**src/rtl/imm_split.sv**
```systemverilog
// imm_split: splits a 32-bit constant into the one or two immediate beats
// needed to rebuild it through the 12-bit / 20-bit sign-extension path.
// A rebuilt value satisfies (sext20(hi) << 12) + sext12(lo) == value (mod 2^32).
//
// Ports:
//   clk        rising-edge clock
//   rst_n      asynchronous active-low reset
//   in_valid   in_value holds a constant
//   in_ready   block can take a constant this cycle (combinational)
//   in_value   32-bit constant to decompose
//   out_valid  an output beat is held
//   out_ready  consumer takes the beat
//   out_imm    field bits: {8'b0, lo12} for a lo beat, hi20 for a hi beat
//   out_type   0 = 12-bit lo field, 1 = 20-bit hi field
//   out_last   final beat for the current constant
module imm_split (
  input  logic        clk,
  input  logic        rst_n,
  input  logic        in_valid,
  output logic        in_ready,
  input  logic [31:0] in_value,
  output logic        out_valid,
  input  logic        out_ready,
  output logic [19:0] out_imm,
  output logic        out_type,
  output logic        out_last
);

  typedef enum logic [1:0] {
    S_EMPTY = 2'd0,  // no beat held
    S_FINAL = 2'd1,  // holding a last=1 beat
    S_HI    = 2'd2   // holding a hi beat, lo parked
  } state_t;

  state_t      state_reg, state_next;
  logic [19:0] imm_reg, imm_next;
  logic        type_reg, type_next;
  logic [11:0] lo_park_reg, lo_park_next;

  logic        in_xfer;
  logic        out_xfer;
  logic        is_short;
  logic        lo_zero;
  logic [19:0] hi_rounded;

  // Valid and last fall straight out of the state register, so they are
  // registered outputs and reset cleanly with the state.
  assign out_valid = (state_reg != S_EMPTY);
  assign out_last  = (state_reg == S_FINAL);
  assign out_imm   = imm_reg;
  assign out_type  = type_reg;

  assign in_ready = (state_reg == S_EMPTY) || ((state_reg == S_FINAL) && out_ready);
  assign in_xfer  = in_valid && in_ready;
  assign out_xfer = out_valid && out_ready;

  // A value fits the signed 12-bit lo field when bits 31..11 are pure sign.
  assign is_short = (in_value[31:11] == 21'h000000) || (in_value[31:11] == 21'h1FFFFF);
  assign lo_zero  = (in_value[11:0] == 12'h000);

  // (v + 0x800)[31:12]: the low 12 bits of 0x800 only contribute a carry
  // into bit 12 when v[11] is set, so add that bit to the upper field.
  // This compensates for sext12(lo) being negative when lo[11] is set.
  assign hi_rounded = in_value[31:12] + {19'b0, in_value[11]};

  always_comb begin
    state_next   = state_reg;
    imm_next     = imm_reg;
    type_next    = type_reg;
    lo_park_next = lo_park_reg;

    unique case (state_reg)
      S_EMPTY: begin
        // handled by the shared load below
      end
      S_FINAL: begin
        if (out_xfer && !in_xfer) begin
          state_next = S_EMPTY;
        end
      end
      S_HI: begin
        if (out_xfer) begin
          state_next = S_FINAL;
          imm_next   = {8'b0, lo_park_reg};
          type_next  = 1'b0;
        end
      end
      default: begin
        state_next = S_EMPTY;
      end
    endcase

    // in_ready already restricts transfers to EMPTY, or FINAL while the
    // held beat leaves, so a load always overrides the hold/drain above.
    if (in_xfer) begin
      if (is_short) begin
        state_next = S_FINAL;
        imm_next   = {8'b0, in_value[11:0]};
        type_next  = 1'b0;
      end else if (lo_zero) begin
        state_next = S_FINAL;
        imm_next   = in_value[31:12];
        type_next  = 1'b1;
      end else begin
        state_next   = S_HI;
        imm_next     = hi_rounded;
        type_next    = 1'b1;
        lo_park_next = in_value[11:0];
      end
    end
  end

  always_ff @(posedge clk or negedge rst_n) begin
    if (!rst_n) begin
      state_reg   <= S_EMPTY;
      imm_reg     <= 20'h00000;
      type_reg    <= 1'b0;
      lo_park_reg <= 12'h000;
    end else begin
      state_reg   <= state_next;
      imm_reg     <= imm_next;
      type_reg    <= type_next;
      lo_park_reg <= lo_park_next;
    end
  end

endmodule

```
**config.mk**
```make
export PLATFORM = sky130hd
export DESIGN_NAME = imm_split
export DESIGN_NICKNAME = d
export VERILOG_FILES = /design/src/rtl/imm_split.sv
export SDC_FILE = /design/constraint.sdc
export NUM_CORES = 1
export LEC_CHECK = 0
export CORE_MARGIN = 5
export CORE_UTILIZATION = 35
export DETAILED_ROUTE_END_ITERATION = 7
export GPL_TIMING_DRIVEN = 0
export PLACE_DENSITY = 0.65
export SYNTH_ARGS = -nofsm -noshare
export SYNTH_HDL_FRONTEND = slang
export SYNTH_SLANG_ARGS = --single-unit
```
**constraint.sdc**
```tcl
create_clock -name clk -period 2.3 [get_ports clk]
set_input_delay 0.69 -clock clk [delete_from_list [all_inputs] [get_ports clk]]
set_output_delay 0.69 -clock clk [all_outputs]
set_load 0.1 [all_outputs]
```
==> results.rst, run 1 <==
.. list-table::
   :header-rows: 1

   * - Metric
     - Value
   * - Die outline height
     - 87.6 um
   * - Area share of fa/ha/maj cells after synthesis
     - 0.0178
   * - Met2 Routed Length
     - 2990 um
   * - Slack of the worst reg-to-reg path
     - 0.35 ns
   * - Clock latency at the later pin of the worst-skew pair
     - 0.28 ns
   * - Static leakage
     - 1.44 nW
   * - Congestion Overflow GR
     - 0
   * - Top library cells by usage in the layout, fill and taps aside
     - 35 x dfrtp_1, 33 x nand2_1, 29 x dlygate4sd2_1, 12 x buf_4
   * - Asr flop ratio synth
     - 1.00
   * - Commonest register cell after synthesis
     - dfrtp_1
   * - Most common library cell in the layout ignoring fill and taps
     - dfrtp_1
   * - Cell type of the slowest stage on the worst timing path
     - clkdlybuf4s50_1
   * - Most area-consuming cells after synthesis
     - dfrtp_1 42%, mux2_4 6.4%, nand2_1 6.1%
   * - Final nets
     - 334
   * - Max FFs per register
     - 20
   * - Maximum fanout count along the critical path
     - 5
   * - Number of enable-type register cells in the synthesized netlist
     - 0
   * - Number of gates on the worst path with buffers counted
     - 6
   * - Maximum root-to-sink buffer count
     - 2
   * - Final RePlAce weighted congestion
     - 0.839
   * - H-tree level count
     - 2
   * - Worst R2R Start
     - state_reg[1]
   * - Number of buffers created by CTS
     - 5
   * - Total placed cells including tap cells
     - 348
   * - Family with the most delay on the worst path
     - buffers and inverters
   * - Arrival @ worst endpoint
     - 2.46 ns
   * - Number of instances in the synthesized netlist
     - 214
   * - Instance area at placement
     - 2790 um^2
   * - Post-Synth XOR/XNOR Area
     - 0.0707
   * - Clock-pin slew on the worst setup and hold paths
     - 0.07 ns
   * - Clock tree sinks
     - 35
   * - DRC marker count from the first detailed-route iteration
     - 93
   * - Relative slew margins
     - 0.357
   * - Clock period minus worst slack
     - 2.30 ns
   * - Total of warnings raised by yosys
     - 0
   * - Critical Setup Path Class
     - in2reg
   * - Start point of the critical path
     - in_value[7]
   * - Total power
     - 4.44 mW
   * - Antenna Cells
     - 0
   * - Transition at the pin with the smallest max-transition slack
     - 0.969 ns
   * - Share of synthesized area spent on multiplexers
     - 0.0957
   * - Sort of element at the start of the critical path
     - input pin
   * - Post-route clock period utilization
     - 1.00
   * - Required time worst endpoint
     - 2.46 ns
   * - Setup Viol. Count Final
     - 0
   * - Horizontal die dimension
     - 87.6 um
   * - Power density over cell area
     - 1440 nW/um^2
   * - Routed wl met3
     - 481 um
   * - Post-synthesis sequential area ratio
     - 0.416
   * - Met1 Routed Length
     - 2660 um
   * - Fmax achieved
     - 0.435 GHz
   * - Unrepaired setup endpoints after global routing
     - true
   * - Total routed wirelength
     - 6200 um
   * - Outcome
     - finished, final reports clean
   * - Most area-hungry cell type in the Yosys netlist
     - dfrtp_1
   * - Initial core utilization
     - 0.358
   * - Synthesized area per cell
     - 9.84 um^2
   * - Global routing usage summed across all routing layers
     - 0.160
   * - Count of different cell masters after synthesis
     - 41
   * - Number of top-level design ports
     - 60
   * - Worst Clk Skew
     - 0.00371 ns
   * - Maxcap violations
     - 0
   * - Area Growth Syn to Fin
     - 45.9%
   * - Destination of the critical timing path
     - out_imm[1]
   * - Routed via count divided by cell count
     - 5.29
   * - Pin count of the biggest net entering global routing
     - 36
   * - DRC violation count after routing
     - 0
   * - Buffering stage count on the worst path with inverters included
     - 2
   * - DPL Wire Length
     - 4410 um
   * - Via count of the first global-routing pass
     - 1,965
   * - Layout cells sized above 1
     - 0.251
   * - Clock tree from TritonCTS
     - yes
   * - Number of search-and-repair iterations in the first detailed-routing pass
     - 4
   * - Antenna Nets Post-Route
     - 0
   * - Cells on Worst Hold Path
     - 2
   * - Area of all placed cells without fillers
     - 3070 um^2
   * - Filler cell count in the final layout
     - 545
   * - CTS Root Cell
     - clkbuf_8
   * - Placeable core region
     - 5890 um^2
   * - Initial antenna violation count
     - 0
   * - Synth Register Bits
     - 35
   * - Final count of pins violating max slew
     - 0
   * - Dominant combinational cell family by area after synthesis
     - simple AND/OR/NAND/NOR gates
   * - Reg2reg end
     - out_imm[0]
   * - Highest routing layer actually used
     - met4
   * - Critical path, cell by cell
     - clkdlybuf4s50_1 > nor4_1 > nand3_2 > buf_6 > mux2_1 > a221o_1
   * - Area share of the largest cell type after synthesis
     - 0.416
   * - Syn nets
     - 253
   * - Worst path max stage delay
     - 0.47 ns
   * - Std-Cell Rows
     - 28
   * - Area fraction in compound gates after synthesis
     - 0.125
   * - Crit. End Element
     - register
   * - Share of synthesized cell area in and, or, nand and nor gates
     - 0.225
   * - Non-filler cells, final
     - 370
   * - Peak ir drop on the vdd network
     - 0.921 mV
   * - Routed vias
     - 1,956
   * - Depth of the most critical reg-to-reg path
     - 5
   * - PortBufs
     - 59
   * - Final hold violation count
     - 0
   * - Area enclosed by the die boundary
     - 7670 um^2
   * - Wire length of the first global-routing pass
     - 9690 um
   * - Type of the most critical hold path
     - reg2reg
   * - Average detailed-routed wire length per instance
     - 16.7 um
   * - Cell Area, Synth
     - 2110 um^2
routing by layer:
| layer | vias to the layer above | global-route usage |
|---|---|---|
| met4 | 0 | 0.0391 |
| met3 | 6 | 0.0357 |
| met2 | 76 | 0.269 |
| met1 | 935 | 0.210 |
| met5 | - | 0 |
| li1 | 939 | - |
what timing repair did:
| item | in CTS | in global routing |
|---|---|---|
| pin swaps | 7 | 7 |
| setup endpoints to repair | 58 | 23 |
| hold buffers | 0 | 0 |
| setup buffers | 11 | 2 |
| cloned | 1 | 2 |
| resized for setup | 84 | 34 |
synthesized netlist by cell type (7+ instances only):
cell / number
o21ai_0: 9
nor4_1: 9
nor2_1: 9
nand2_1: 34
mux2_4: 9
nand4_1: 10
xor2_1: 7
dfrtp_1: 35
o21ai_1: 8
xnor2_1: 10
nand3_1: 10
cell type report:
cell class / instances / area, um^2 / share of cell area
well taps: 75 / 93.8 / 0.0305
multi-input cells: 161 / 1200 / 0.391
plain buffers: 11 / 110 / 0.0358
repair buffers: 75 / 681 / 0.221
flip-flops and latches: 35 / 876 / 0.285
inverters: 6 / 22.5 / 0.00733
clock buffers: 6 / 82.6 / 0.0269
clock inverters: 1 / 5.00 / 0.00163
worst register-to-register path, stage by stage, from the launching register on:
cell and delay, ns:
dfrtp_1 0.51, mux2_1 0.39, a22oi_2 0.21, clkbuf_2 0.26, buf_2 0.27, o221ai_1 0.14
logic make-up (layout without fill, tap and decap cells):
kind of cell / Yosys count / in the layout
mux: 15 / 15
xor+xnor: 17 / 17
buf+inv: 18 / 99
flops: 35 / 35
fa+ha+maj: 3 / 3
simple gates: 89 / 89
compound gates: 37 / 37
power breakdown:
group          total (mW)  internal, mW  switching, mW  leakage, nW
Combinational        2.89         0.783           2.11        0.966
Clock               0.439         0.235          0.204       0.0470
Sequential           1.10         0.922          0.183        0.423
Total                4.44          1.94           2.50         1.44
worst min-delay path by stage:
| stage | from | to | slack, ns |
|---|---|---|---|
| floorplan | rst_n | lo_park_reg[0] | 0.39 |
| global placement | lo_park_reg[2] | lo_park_reg[2] | 0.46 |
| detailed placement | lo_park_reg[2] | lo_park_reg[2] | 0.47 |
| CTS | lo_park_reg[2] | lo_park_reg[2] | 0.49 |
| global route | out_imm[14] | out_imm[14] | 0.51 |
| finish | out_imm[13] | out_imm[13] | 0.48 |
through the flow:
stage / setup slack (ns) / hold WS (ns) / util / TNS [ns]
2_1_floorplan: 0.0155 / 0.394 / - / 0
3_3_place_gp: -0.961 / 0.463 / 0.475 / -31.92
3_5_place_dp: -0.961 / 0.472 / 0.474 / -24.23
4_1_cts: -0.0289 / 0.487 / 0.513 / -0.106
5_1_grt: -0.0393 / 0.509 / 0.522 / -0.169
6_report: 0.0000961 / 0.484 / 0.522 / 0
Note: power is estimated with default switching activity, not from simulation.
==> run 2: changes to the inputs <==
--- a/config.mk
+++ b/config.mk
@@ -7,6 +7,7 @@
 export LEC_CHECK = 0
 export CORE_MARGIN = 5
 export CORE_UTILIZATION = 35
+export CTS_CLUSTER_DIAMETER = 200
 export DETAILED_ROUTE_END_ITERATION = 7
 export GPL_TIMING_DRIVEN = 0
 export PLACE_DENSITY = 0.65
==> results of run 2 <==
Same layout as run 1: the final DEF is identical, and so are final timing and power.
